`src/rtl/roi_tile_pooler.sv`:
```
// Streaming block-reduction pooler: raster pixels -> OUT_SIZE x OUT_SIZE grid of 8-bit tile results.
// Writes land 1 cycle after each tile's last pixel; frame_ready holds the grid until frame_ack.
module roi_tile_pooler #(
  parameter int FRAME_W  = 640,
  parameter int FRAME_H  = 480,
  parameter int OUT_SIZE = 28,
  parameter int BLK_W    = 8,
  parameter int BLK_H    = 8,
  parameter int X0       = 208,
  parameter int Y0       = 128,
  parameter int PIX_W    = 8,
  parameter int THRESH   = 6144,
  localparam int ACC_W   = $clog2(BLK_W*BLK_H) + PIX_W,
  localparam int AW      = $clog2(OUT_SIZE*OUT_SIZE)
) (
  input  logic             clk,
  input  logic             rst,
  input  logic             pix_valid,
  input  logic             pix_sof,
  input  logic [PIX_W-1:0] pix_data,
  input  logic             arm,
  input  logic [1:0]       mode,
  input  logic             frame_ack,
  output logic             wr_en,
  output logic [AW-1:0]    wr_addr,
  output logic [7:0]       wr_data,
  output logic             frame_ready,
  output logic             busy,
  output logic [7:0]       drop_cnt
);
  localparam int XW    = $clog2(FRAME_W+1);
  localparam int YW    = $clog2(FRAME_H+1);
  localparam int TW    = (OUT_SIZE > 1) ? $clog2(OUT_SIZE) : 1;
  localparam int LOG_N = $clog2(BLK_W*BLK_H);

  localparam logic [XW-1:0] X_LO  = XW'(X0);
  localparam logic [XW-1:0] X_HI  = XW'(X0 + OUT_SIZE*BLK_W);
  localparam logic [YW-1:0] Y_LO  = YW'(Y0);
  localparam logic [YW-1:0] Y_HI  = YW'(Y0 + OUT_SIZE*BLK_H);
  localparam logic [XW-1:0] X_MAX = XW'(FRAME_W-1);
  localparam logic [YW-1:0] Y_MAX = YW'(FRAME_H-1);
  localparam logic [XW-1:0] BW    = XW'(BLK_W);
  localparam logic [YW-1:0] BH    = YW'(BLK_H);
  localparam logic [TW-1:0] T_LAST = TW'(OUT_SIZE-1);

  localparam logic [1:0] S_IDLE  = 2'd0;
  localparam logic [1:0] S_WAIT  = 2'd1;
  localparam logic [1:0] S_ACCUM = 2'd2;
  localparam logic [1:0] S_HOLD  = 2'd3;

  logic [1:0]       state, state_nx;
  logic [XW-1:0]    x_q, cur_x, rel_x;
  logic [YW-1:0]    y_q, cur_y, rel_y;
  logic [1:0]       mode_q, mode_eff;
  logic [ACC_W-1:0] acc [OUT_SIZE];
  logic [ACC_W-1:0] pix_ext, sum;
  logic [TW-1:0]    tx, ty;
  logic [7:0]       value;
  logic             start, active, in_roi, first_px, last_px, tile_done, last_tile, drop_ev;

  always_comb begin
    cur_x    = pix_sof ? '0 : x_q;
    cur_y    = pix_sof ? '0 : y_q;
    rel_x    = cur_x - X_LO;
    rel_y    = cur_y - Y_LO;
    in_roi   = (cur_x >= X_LO) && (cur_x < X_HI) && (cur_y >= Y_LO) && (cur_y < Y_HI);
    tx       = TW'(rel_x / BW);
    ty       = TW'(rel_y / BH);
    first_px = ((rel_x % BW) == '0) && ((rel_y % BH) == '0);
    last_px  = ((rel_x % BW) == BW - 1'b1) && ((rel_y % BH) == BH - 1'b1);
    pix_ext  = ACC_W'(pix_data);
    sum      = acc[tx] + pix_ext;

    // A sof in WAIT_SOF starts a frame; in ACCUM it restarts the truncated one.
    start     = pix_valid && pix_sof && (state == S_WAIT || state == S_ACCUM);
    active    = pix_valid && (state == S_ACCUM || start);
    mode_eff  = start ? mode : mode_q;
    tile_done = active && in_roi && last_px;
    last_tile = tile_done && (tx == T_LAST) && (ty == T_LAST);
    drop_ev   = pix_valid && pix_sof && (state == S_ACCUM || state == S_HOLD);

    if (mode_eff[0]) value = (sum >= ACC_W'(THRESH)) ? 8'hFF : 8'h00;
    else             value = 8'(sum >> LOG_N);
    if (mode_eff[1]) value = ~value;

    state_nx = state;
    case (state)
      S_IDLE:  if (arm) state_nx = S_WAIT;
      S_WAIT:  if (start) state_nx = S_ACCUM;
      S_ACCUM: if (last_tile) state_nx = S_HOLD;
      default: if (frame_ack) state_nx = arm ? S_WAIT : S_IDLE;
    endcase
  end

  assign busy = (state == S_ACCUM);

  always_ff @(posedge clk or posedge rst) begin
    if (rst) begin
      state       <= S_IDLE;
      x_q         <= '0;
      y_q         <= '0;
      mode_q      <= '0;
      wr_en       <= 1'b0;
      wr_addr     <= '0;
      wr_data     <= '0;
      frame_ready <= 1'b0;
      drop_cnt    <= '0;
      for (int i = 0; i < OUT_SIZE; i++) acc[i] <= '0;
    end else begin
      state       <= state_nx;
      frame_ready <= (state == S_HOLD) && !frame_ack;
      wr_en       <= tile_done;
      if (start) mode_q <= mode;
      if (drop_ev && drop_cnt != 8'hFF) drop_cnt <= drop_cnt + 8'd1;

      if (pix_valid) begin
        if (cur_x == X_MAX) begin
          x_q <= '0;
          y_q <= (cur_y == Y_MAX) ? '0 : cur_y + 1'b1;
        end else begin
          x_q <= cur_x + 1'b1;
          y_q <= cur_y;
        end
      end

      // The first pixel of a tile overwrites the stale sum, so the bank never needs clearing.
      if (active && in_roi) acc[tx] <= first_px ? pix_ext : sum;

      if (tile_done) begin
        wr_addr <= AW'(ty * OUT_SIZE + tx);
        wr_data <= value;
      end
    end
  end
endmodule

```
`config.mk`:
```
export PLATFORM = sky130hd
export DESIGN_NAME = roi_tile_pooler
export DESIGN_NICKNAME = d
export VERILOG_FILES = /design/src/rtl/roi_tile_pooler.sv
export SDC_FILE = /design/constraint.sdc
export NUM_CORES = 1
export LEC_CHECK = 0
export CAP_MARGIN = 30
export CORE_ASPECT_RATIO = 0.5
export CORE_MARGIN = 4
export CORE_UTILIZATION = 35
export DETAILED_ROUTE_END_ITERATION = 6
export PLACE_DENSITY_LB_ADDON = 0.05
export SETUP_SLACK_MARGIN = 0.15
export SYNTH_ARGS = -nofsm -noshare
export SYNTH_HDL_FRONTEND = slang
export SYNTH_SLANG_ARGS = --single-unit
export TNS_END_PERCENT = 20
```
`constraint.sdc`:
```
create_clock -name clk -period 42 [get_ports clk]
set_input_delay 8.4 -clock clk [delete_from_list [all_inputs] [get_ports clk]]
set_output_delay 8.4 -clock clk [all_outputs]
set_load 0.05 [all_outputs]
```
==> flow_summary_export.csv <==
group,metric,value,unit
critical_path,cp-end-kind,"flip-flop",
min_path,hp-class,"reg -> reg",
synthesis,synthMuxAreaShare,5.52,%
routing,drt_first_pass_iters,7,
synthesis,synth_top_family_by_area,"compound AO/OA/AOI/OAI gates",
routing,postRouteAntennaNets,0,
synthesis,synth_cell_types,94,
timing,max_clock_freq,73.2,MHz
power,p_leak,10.5,nW
cts,insertion_delay,0.58,ns
timing,finalMaxSlewViolations,0,
outcome,status,"finished, final reports clean",
grt,grt_pass1_vias,16500,
synthesis,yosysMostFrequentCell,"nand2_1",
timing,max_slew.worst_pin.slew,0.978,ns
cts,cts_tree,"done",
cts,hold_buffers,0,
critical_path,crit_fanout,33,
die,start_util,35.8,%
finish,nNetsFinal,2293,
synthesis,yosys.area.top_type,"dfrtp_1",
synthesis,ys_ff_latch,443,
routing,drc,0,
critical_path,start_kind,"input pin",
run,max-cap-violations,0,
cts,cts_setup_buffers,0,
die,ios,45,
die,rows,63,
synthesis,ys.flop_type,"dfrtp_1",
routing,vias_per_cell,5.49,
power,ir_drop,0.0260,mV
critical_path,cp.required,42.46,ns
routing,post_drt_wl_per_cell,24.4,um
die,coreArea,59900,sq um
timing,tns,0,ns
die,die-area,65500,sq um
synthesis,yosys-top-cells-count,"448 x nand2_1, 443 x dfrtp_1, 350 x o21ai_0",
finish,multi_input_area,9490,sq um
timing,finalSetupViolCount,0,
routing,drtIter0Drc,1339,
synthesis,synth-simple-area-share,14.2,%
place,place_inst,2998,
synthesis,ys_seq_area_share,51.7,%
cts,clock-sinks,443,
synthesis,mappedNetlistArea,21400,sq um
synthesis,synth_cells,2240,
place,gp_congestion,0.815,
timing,hold_viol,0,
finish,drive_gt1_share,10.2,%
cts,cts_resized,0,
finish,area_growth_syn_to_layout,13.4,%
finish,area.sequential,11100,sq um
synthesis,synth_top_area_share,51.7,%
timing,rsz0062_at_grt,"false",
routing,routed_wl,75000,um
finish,fillCellCount,6017,
cts,path_clk_slew,0.06,ns
grt,grt_max_degree,96,
cts,cts_root_buffer,"clkbuf_16",
critical_path,crit_type,"in -> reg",
cts,cts_buffers,44,
die,die_h,183,um
grt,grt_first_pass_wirelength,112000,um
grt,grt_overflow_total,0,
synthesis,synth_edf_count,0,
place,port_buffers,44,
synthesis,synth_compound_area_share,20.1,%
grt,grtUsageTotal,22.9,%
synthesis,synth_xor_area_share,1.27,%
synthesis,synthArstFlopShare,100,%
grt,antenna_found_initial,1,
timing,finClkSkew,0.0199,ns
finish,fin_cells,3068,
die,die_width,358,um
cts,h-tree-depth,2,
timing,fin_crit_sh,32.5,%
timing,max_slew_margin,34.5,%
critical_path,arrival,14.12,ns
synthesis,synthAdderAreaFrac,2.75,%
synthesis,ys_warn_count,0,
place,dp_hpwl,50000,um
synthesis,syn_avg_cell_area,9.57,sq um
routing,num_vias,16900,
synthesis,synth_fp_nets,2299,
synthesis,synth_area_leaders,"dfrtp_1 52%, o21ai_0 8.2%, nand2_1 7.8%",
cts,cts_buffer_depth,3,
power,powerDensity,41.3,nW/um^2
timing,period_minus_slack,13.66,ns
finish,num_antenna_cells,0,
-- through the flow --
step / power (W) / hold slack [ns] / area, sq um / utilization [%] / setup slack, ns
after floorplan: 0.000558 / 0.440 / 21400 / - / 21.26
after global placement: 0.000631 / 0.456 / 22600 / 37.8 / 27.56
after detailed placement: 0.000631 / 0.462 / 23000 / 38.3 / 27.92
after CTS: 0.00101 / 0.475 / 24200 / 40.5 / 28.50
after global routing: 0.00104 / 0.493 / 24300 / 40.6 / 27.97
final: 0.00100 / 0.470 / 24300 / 40.6 / 28.34
-- layout by cell type (no fill, tap or decap), drive strengths merged, types with 5 or more instances in the layout --
cell,synthesis,final
nand2,449,449
dfrtp,443,443
o21ai,382,382
o22ai,93,93
nor2,83,83
buf,47,76
a21oi,65,65
clkbuf,124,65
mux2,58,58
mux2i,48,48
clkdlybuf4s50,0,43
o31ai,42,42
ha,36,36
inv,35,35
nor3,34,34
nand3,25,25
a22oi,16,16
xnor2,16,16
nor2b,16,16
xor2,15,15
nand2b,15,15
and2,14,14
a2bb2oi,12,12
o221ai,12,12
o211ai,12,12
nand4,11,11
a221oi,11,11
o2bb2ai,9,9
nor4,9,9
a22o,8,8
or3b,8,8
a211oi,7,7
fa,7,7
or2,7,7
o21a,6,6
and3,5,5
clkinv,2,5
-- path summary, 6_finish.rpt --
check,depth (start not counted),end,from,slack (ns)
hold reg to reg,2,acc[179]$_DFFE_PP0P_,acc[179]$_DFFE_PP0P_,0.47
setup / recovery,17,acc[125]$_DFFE_PP0P_,pix_sof,28.34
max in group asynchronous,7,acc[341]$_DFFE_PP0P_,rst,30.32
setup reg to reg,18,acc[125]$_DFFE_PP0P_,x_q[4]$_DFFE_PP0P_,34.87
hold / removal,2,acc[179]$_DFFE_PP0P_,acc[179]$_DFFE_PP0P_,0.47
min in group asynchronous,2,drop_cnt[6]$_DFFE_PP0P_,rst,8.33
-- routing by layer --
| metal | GRT usage (%) | wire [um] |
|---|---|---|
| met5 | 0 | 0 |
| met4 | 4.41 | 1400 |
| met3 | 4.95 | 4190 |
| met1 | 34.3 | 37100 |
| met2 | 34.3 | 32300 |
-- kinds of logic (layout without fill, tap and decap cells) --
kind of cell,Yosys count,count (layout)
AO/OA/AOI/OAI,715,715
multiplexers,108,108
XOR/XNOR,31,31
flip-flops,443,443
adder cells (fa/ha/maj),43,43
AND/OR/NAND/NOR,692,692
buffers and inverters,208,224
-- state kept, by name, summed over array words and instances, names as in the netlist --
name / cells
drop_cnt: 8
wr_addr: 10
acc: 392
state: 2
x_q: 10
mode_q: 2
wr_en: 1
frame_ready: 1
wr_data: 8
y_q: 9
-- power by group --
| group | internal (W) | leakage, nW | total, W | switching (W) |
|---|---|---|---|---|
| clock | 0.000207 | 0.632 | 0.000380 | 0.000173 |
| sequential | 0.000432 | 6.17 | 0.000440 | 0.00000785 |
| combinational | 0.0000517 | 3.67 | 0.000183 | 0.000131 |
| total | 0.000691 | 10.5 | 0.00100 | 0.000312 |
-- final cells by class --
cell class | count | area share [%]
Inverter | 37 | 0.602
Multi-Input combinational cell | 1589 | 39.1
Tap cell | 812 | 4.18
Clock inverter | 3 | 0.0618
Clock buffer | 65 | 5.23
Sequential cell | 443 | 45.7
Timing Repair Buffer | 119 | 5.22
-- worst max-delay path, cell delays in order --
cell and delay [ns]:
buf_4 0.19, buf_4 0.29, nor2_2 0.75, inv_1 0.59, nor3_1 0.33, o21ai_0 0.14
a311oi_1 0.41, ha_1 0.30, a21oi_1 0.21, o21ai_0 0.17, a2111o_1 0.47, a31oi_1 0.46
nand3b_1 0.26, nor4_4 0.09, xnor2_2 0.43, nor2_1 0.25, mux2_1 0.35
No activity file was read; power rests on OpenSTA's default activity.
==> variant: new RTL, same flow settings <==
`PIX_W`: 8 -> 10.
--- a/src/rtl/roi_tile_pooler.sv
+++ b/src/rtl/roi_tile_pooler.sv
@@ -8,7 +8,7 @@
   parameter int BLK_H    = 8,
   parameter int X0       = 208,
   parameter int Y0       = 128,
-  parameter int PIX_W    = 8,
+  parameter int PIX_W    = 10,
   parameter int THRESH   = 6144,
   localparam int ACC_W   = $clog2(BLK_W*BLK_H) + PIX_W,
   localparam int AW      = $clog2(OUT_SIZE*OUT_SIZE)
Ports: changed (resized pix_data); port bits go from 45 to 47. No check against the original RTL was run, so the function may have changed too.
==> variant against the unedited design <==
  * Cell area increased by 9.4%
  * Register-to-register slack gained 0.19 ns
  * Worst setup slack worse by 0.52 ns
  * Via count up 7.1%
  * Routed wire length grew 5.0%
  * Total power increased by 21%
  * Largest cell class unchanged
  * Critical path depth increased by 1
  * Sequential cell count rose by 56
  * Maximum frequency down 3.7%
  * Area after synthesis is 9.1% higher
==> variant: results <==
outcome:
  outcome: "complete, no violations"
pwr:
  power_density_nw_per_um2: 45.78
  leakagePower_nw: 11.49
  ir_drop_mv: 0.02872
yosys:
  yosys.area_share.adder: 0.02793
  synth_xor_area_frac: 0.01316
  synth_compound_area_frac: 0.2103
  ys_types: 81
  muxShareOfSynthArea: 0.03751
  syn_area_per_cell_um2: 9.501
  ys_seq_area_frac: 0.5340
final_layout:
  n_fill_cell: 6629
  drive_gt1_frac: 0.09951
  top_regs: "acc: 448 flops, wr_addr: 10 flops, x_q: 10 flops"
worst_setup_path:
  critPathSlowestCell: "buf_4"
  timing.critical_path.max_delay_family: "simple AND/OR/NAND/NOR gates"
global_routing:
  grt_pass1_vias: 17946
  gr-usage-all-layers: 0.2218
  use_met3: 0.03351
  grt_max_degree: 171
  grt_pass1_wl_mm: 120.3
  met2_usage: 0.3336
place:
  io_buffers: 46
  placed_area_um2: 24810
clock_tree:
  numCtsBuffers: 50
  insertion_delay_ns: 0.60
route:
  drtPass1Iterations: 5
  via_per_inst: 5.393
  drt-wirelength-per-cell_um: 23.53
timing:
  fin_skew_ns: 0.01886
[variant: cell types whose count changed in the layout (fill, tap and decap cells not counted), sizes merged, moves of 31 or more]
cell / change
a21oi: -38
dfrtp: +56
nand2: +77
nor2: -31
o21ai: +111
o22ai: +52
[variant: power by group through the flow]
stage          clock network [mW]  registers, mW  logic (mW)
6_report                    0.478          0.494       0.244
4_1_cts                     0.491          0.494       0.245
5_1_grt                     0.510          0.495       0.264
3_5_place_dp                    0          0.503       0.244
3_3_place_gp                    0          0.503       0.235
2_1_floorplan                   0          0.506       0.139
[variant: area by class of cell]
| class | count | share of cell area |
|---|---|---|
| clock buffer | 76 | 0.05731 |
| clock inverter | 15 | 0.006781 |
| inverter | 40 | 0.005933 |
| tap | 884 | 0.04163 |
| multi-input combinational | 1719 | 0.3757 |
| sequential | 499 | 0.4700 |
| timing repair buffer | 113 | 0.04261 |
[variant: tightest hold or removal path, stage by stage, from the launching register on]
cell	delay (ns)
dfrtp_1	0.34
nand2_1	0.05
o31ai_1	0.05
[variant: final timing paths]
| kind | start | to | slack (ns) | cells past startpoint |
|---|---|---|---|---|
| hold reg to reg | acc[15] | acc[15] | 0.47 | 2 |
| min in group asynchronous | rst | acc[300] | 8.09 | 2 |
| setup reg to reg | x_q[4] | acc[267] | 35.06 | 17 |
| setup / recovery | pix_sof | acc[267] | 27.82 | 18 |
| max in group asynchronous | rst | acc[54] | 31.77 | 6 |
| hold / removal | acc[15] | acc[15] | 0.47 | 2 |
[variant: per-layer routing]
metal,part of all wire,vias to the layer above
met3,0.042,95
li1,-,8607
met2,0.42,323
met1,0.52,9020
met5,0,-
met4,0.020,0
